**config.mk**
```make
export PLATFORM = sky130hd
export DESIGN_NAME = rd_ptr_ctrl
export DESIGN_NICKNAME = d
export VERILOG_FILES = /design/src/rtl/rd_ptr_ctrl_pkg.sv /design/src/rtl/rd_ptr_ctrl_ptr_sync.sv /design/src/rtl/rd_ptr_ctrl.sv
export SDC_FILE = /design/constraint.sdc
export NUM_CORES = 1
export LEC_CHECK = 0
export BUFFER_PORTS_ARGS = -buffer_cell sky130_fd_sc_hd__buf_2
export CAP_MARGIN = 20
export CORE_ASPECT_RATIO = 0.9
export CORE_MARGIN = 2
export CORE_UTILIZATION = 40
export DETAILED_ROUTE_END_ITERATION = 7
export PLACE_DENSITY_LB_ADDON = 0.08
export SLEW_MARGIN = 15
export SYNTH_ARGS = -nofsm -noshare
export SYNTH_HDL_FRONTEND = slang
export SYNTH_SLANG_ARGS = --single-unit
export TNS_END_PERCENT = 100
```
**constraint.sdc**
```tcl
create_clock -name rd_clk -period 3.3 [get_ports rd_clk]
set_clock_uncertainty 0.15 [all_clocks]
set_input_delay 0.165 -clock rd_clk [delete_from_list [all_inputs] [get_ports rd_clk]]
set_output_delay 0.165 -clock rd_clk [all_outputs]
set_load 0.03 [all_outputs]
```
**src/rtl/rd_ptr_ctrl_pkg.sv**
```systemverilog
// Shared constants and Gray/binary helpers for the FIFO pointer controllers.
package rd_ptr_ctrl_pkg;

   // Widest pointer the helpers handle; callers cast down to their own width.
   localparam int unsigned PTR_MAX_W = 32;

   // Address width for a power-of-two FIFO depth.
   function automatic int unsigned ptr_width(input int unsigned depth);
      return $clog2(depth);
   endfunction

   // Binary to reflected Gray code.
   function automatic logic [PTR_MAX_W-1:0] bin2gray(input logic [PTR_MAX_W-1:0] b);
      return b ^ (b >> 1);
   endfunction

   // Reflected Gray code to binary (prefix XOR from the MSB down).
   function automatic logic [PTR_MAX_W-1:0] gray2bin(input logic [PTR_MAX_W-1:0] g);
      logic [PTR_MAX_W-1:0] b;
      b[PTR_MAX_W-1] = g[PTR_MAX_W-1];
      for (int i = PTR_MAX_W - 2; i >= 0; i--) begin
         b[i] = b[i+1] ^ g[i];
      end
      return b;
   endfunction

endpackage

```
**src/rtl/rd_ptr_ctrl_ptr_sync.sv**
```systemverilog
// N-stage, W-bit flop synchroniser for a Gray pointer crossing clock domains.
module ptr_sync #(
   parameter int unsigned N = 2,
   parameter int unsigned W = 4
) (
   input  logic         clk,
   input  logic         rst,
   input  logic [W-1:0] d,
   output logic [W-1:0] q
);

   logic [W-1:0] stg [N];

   // Shift the asynchronous input through the synchroniser chain.
   always_ff @(posedge clk or posedge rst) begin
      if (rst) begin
         for (int i = 0; i < int'(N); i++) begin
            stg[i] <= '0;
         end
      end else begin
         stg[0] <= d;
         for (int i = 1; i < int'(N); i++) begin
            stg[i] <= stg[i-1];
         end
      end
   end

   assign q = stg[N-1];

endmodule

```
**src/rtl/rd_ptr_ctrl.sv**
```systemverilog
// Read-domain pointer and flag controller for the asynchronous FIFO.
module rd_ptr_ctrl
   import rd_ptr_ctrl_pkg::*;
#(
   parameter int unsigned DEPTH       = 8,
   parameter int unsigned SYNC_STAGES = 2,
   parameter int unsigned AE_THRESH   = 2,
   localparam int unsigned PW         = ptr_width(DEPTH),
   localparam int unsigned PTRW       = PW + 1
) (
   input  logic            rd_clk,
   input  logic            rst,
   input  logic            rd_en,
   input  logic [PTRW-1:0] wr_ptr_gray,
   output logic [PW-1:0]   rd_addr,
   output logic [PTRW-1:0] rd_ptr_gray,
   output logic            rd_ack,
   output logic            empty,
   output logic            almost_empty,
   output logic [PTRW-1:0] rd_level,
   output logic            underflow
);

   logic [PTRW-1:0] wq_gray;
   logic [PTRW-1:0] wq_bin;
   logic [PTRW-1:0] rd_ptr;
   logic [PTRW-1:0] rd_ptr_next;
   logic [PTRW-1:0] rd_ptr_gray_next;
   logic [PTRW-1:0] level_next;
   logic            rd_go;

   // Bring the write pointer into the read domain.
   ptr_sync #(
      .N (SYNC_STAGES),
      .W (PTRW)
   ) u_wr_sync (
      .clk (rd_clk),
      .rst (rst),
      .d   (wr_ptr_gray),
      .q   (wq_gray)
   );

   // Next pointer, its Gray copy and the fill level seen after this edge.
   always_comb begin
      wq_bin           = PTRW'(gray2bin(PTR_MAX_W'(wq_gray)));
      rd_go            = rd_en & ~empty;
      rd_ptr_next      = rd_ptr + PTRW'(rd_go);
      rd_ptr_gray_next = PTRW'(bin2gray(PTR_MAX_W'(rd_ptr_next)));
      level_next       = wq_bin - rd_ptr_next;
   end

   // Pointer and flag registers; the extra pointer MSB distinguishes full from empty.
   always_ff @(posedge rd_clk or posedge rst) begin
      if (rst) begin
         rd_ptr       <= '0;
         rd_ptr_gray  <= '0;
         empty        <= 1'b1;
         almost_empty <= 1'b1;
         rd_level     <= '0;
         rd_ack       <= 1'b0;
         underflow    <= 1'b0;
      end else begin
         rd_ptr       <= rd_ptr_next;
         rd_ptr_gray  <= rd_ptr_gray_next;
         empty        <= (rd_ptr_gray_next == wq_gray);
         almost_empty <= (level_next <= PTRW'(AE_THRESH));
         rd_level     <= level_next;
         rd_ack       <= rd_go;
         underflow    <= rd_en & empty;
      end
   end

   assign rd_addr = rd_ptr[PW-1:0];

endmodule

```
==> impl_metrics.ini <==
[pwr]
intPower_mw = 0.710
swShare_pct = 44.4
power_frac_seq_pct = 33.2
irDropWorstVdd_mv = 0.478
p_sw_mw = 0.566
leakage_nw = 0.572
power_frac_clock_pct = 9.7
p_per_area_nw_per_um2 = 1090
p_comb_share_pct = 57.1

[global_route]
groute.usage.overall_pct = 12.4
grt_util_met2_pct = 21.4
grt_first_pass_wirelength_mm = 2.62
gr-max-usage-layer = met2
first_global_vias = 573
grt-ovfl-total = 0
use_met3_pct = 5.51
use_met1_pct = 14.8
antenna_found_initial = 0
grt_max_degree = 24

[final_layout]
layout_common_cells = 21 x buf_2, 21 x dfrtp_1, 10 x xnor2_1
diodes = 0
drive_gt1_share_pct = 29.3
fin_area_sq_um = 1170
fillers = 194
syn2layout_area_growth_pct = 23.8
nets = 112

[synthesis]
synth_cell_types = 24
synth_nets = 80
yosys_register_bits = 23
synth_cells = 68
syn_avg_cell_area_sq_um = 13.9
synth_warnings = 0
ys_seq_area_share_pct = 61.2
syn_area_sq_um = 945

[cts]
tritoncts = done
clk_root_buffer_cell = clkbuf_4
cts_max_level = 1
clkSinkCount = 23
cts_buffers = 3
clockBufferDepth = 2
clk_latency_ps = 300
path_clk_slew_ps = 120
post_cts_buffers = 0

[run_status]
outcome = completed

[routing]
firstDrtPassIters = 4
drt_iter0_markers = 9
vias = 571
avgViaCountPerCell = 4.53
ant_nets = 0
drt_wl_total_mm = 1.46
drcViolationCount = 0
wl_per_cell_um = 11.6

[placed_design]
dp_hpwl_mm = 1.08
gp_congestion = 0.713
place_area_sq_um = 1080
io_buffers = 21

[worst_setup_path]
crit_fanout = 4
end_kind = flop
crit_top_cell = xor2_1
cp_slowest_cell = fa_1
path_buf_inv = 0
critical_path_class = reg -> reg
path_cells = xnor2_2, xor2_1, xor2_1, ha_1, fa_1, nor2_1, or4_1, o22ai_1
crit_path_start_kind = flop
cp.arrival_ps = 2860
critical_path_required_ps = 3390
crit_family = adder cells
critPathMaxStageDelay_ps = 530

[floorplan]
rows = 16
fp.coreArea_sq_um = 2200
die_width_um = 55.2
initial_core_util_pct = 42.9
ioPinCount = 22
die_area_sq_um = 2770
die_height_um = 50.1

[sta]
max_slew.worst_pin.slew_ps = 835
max_slew_margin_pct = 44.3
slew_viol_final = 0
finalSetupViolations = 0
fmax_mhz = 361
grt_setup_unrepaired = false
hold_violations = 0
finalSetupTns_ps = 0
finalCritPeriodShare_pct = 84.0
period_needed_ps = 2770

[hold_path]
hp-class = reg -> reg

[job]
maxCapViolCount = 0
## registers in the layout, summed over array words and instances, names as in the netlist
signal / flops
rd_ptr: 4
u_wr_sync.q: 4
underflow: 1
u_wr_sync.stg: 4
empty: 1
rd_ptr_gray: 3
rd_ack: 1
almost_empty: 1
rd_level: 4
## cells in the mapped netlist
library cell | count | area (sq um)
a21boi_0 | 1 | 7.51
a21oi_1 | 1 | 5.00
and2_1 | 2 | 12.5
and3_1 | 1 | 6.26
dfrtp_1 | 21 | 526
dfstp_2 | 2 | 52.6
fa_1 | 1 | 20.0
ha_1 | 4 | 50.1
inv_1 | 6 | 22.5
maj3_1 | 1 | 10.0
mux2i_1 | 1 | 10.0
nand3_1 | 1 | 5.00
nor2_1 | 2 | 7.51
nor2_2 | 1 | 6.26
nor2b_1 | 1 | 6.26
nor3_1 | 1 | 5.00
o211a_1 | 1 | 10.0
o21ai_0 | 1 | 5.00
o22ai_1 | 1 | 6.26
or4_1 | 1 | 7.51
xnor2_1 | 10 | 87.6
xnor2_2 | 1 | 16.3
xor2_1 | 5 | 43.8
xor2_2 | 1 | 16.3
## metrics by stage
step	power (mW)	std cells	worst slack, ps	hold WS (ps)	util (%)
2_1_floorplan	0.991	68	682	15.4	-
3_3_place_gp	1.15	116	660	125	49.2
3_5_place_dp	1.16	116	538	125	49.2
4_1_cts	1.29	126	499	216	53.1
5_1_grt	1.39	126	362	221	53.1
6_report	1.28	126	528	212	53.1
## power by group through the flow
stage | combinational, mW | sequential, mW | clock (mW)
6_report | 0.728 | 0.424 | 0.124
5_1_grt | 0.806 | 0.438 | 0.148
4_1_cts | 0.738 | 0.424 | 0.131
3_5_place_dp | 0.728 | 0.431 | 0
3_3_place_gp | 0.720 | 0.429 | 0
2_1_floorplan | 0.391 | 0.600 | 0
## kinds of logic after synthesis
kind of cell | Yosys count | share of synthesized area [%]
flip-flops | 23 | 61.2
multiplexers | 1 | 1.06
AO/OA/AOI/OAI | 5 | 3.58
XOR/XNOR | 17 | 17.4
adder cells (fa/ha/maj) | 6 | 8.48
buffers and inverters | 6 | 2.38
AND/OR/NAND/NOR | 10 | 5.96
## worst paths after layout
check | depth (start not counted) | slack (ps) | startpoint | endpoint
setup / recovery | 8 | 530 | u_wr_sync.q[3] | almost_empty
hold / removal | 0 | 210 | u_wr_sync.stg[7] | u_wr_sync.q[3]
setup reg to reg | 8 | 530 | u_wr_sync.q[3] | almost_empty
hold reg to reg | 0 | 210 | u_wr_sync.stg[7] | u_wr_sync.q[3]
max in group asynchronous | 3 | 2080 | rst | rd_ptr[3]
min in group asynchronous | 3 | 410 | rst | rd_level[0]
## metal layers
layer | up-vias | routed length [um]
met5 | - | 0
met4 | 0 | 0
met3 | 0 | 108
met1 | 270 | 652
li1 | 282 | -
met2 | 19 | 697
## final cells by class
class | instances | area, sq um | share of cell area [%]
sequential | 23 | 578 | 49.4
multi-input combinational | 39 | 344 | 29.4
timing repair buffer | 27 | 165 | 14.1
tap | 27 | 33.8 | 2.89
clock buffer | 4 | 26.3 | 2.25
inverter | 6 | 22.5 | 1.93
## repair_timing
action | in CTS | in global routing
hold buffers | 6 | 0
hold endpoints to repair | 27 | 0
resized for setup | 0 | 0
(Power assumes the default switching activity.)
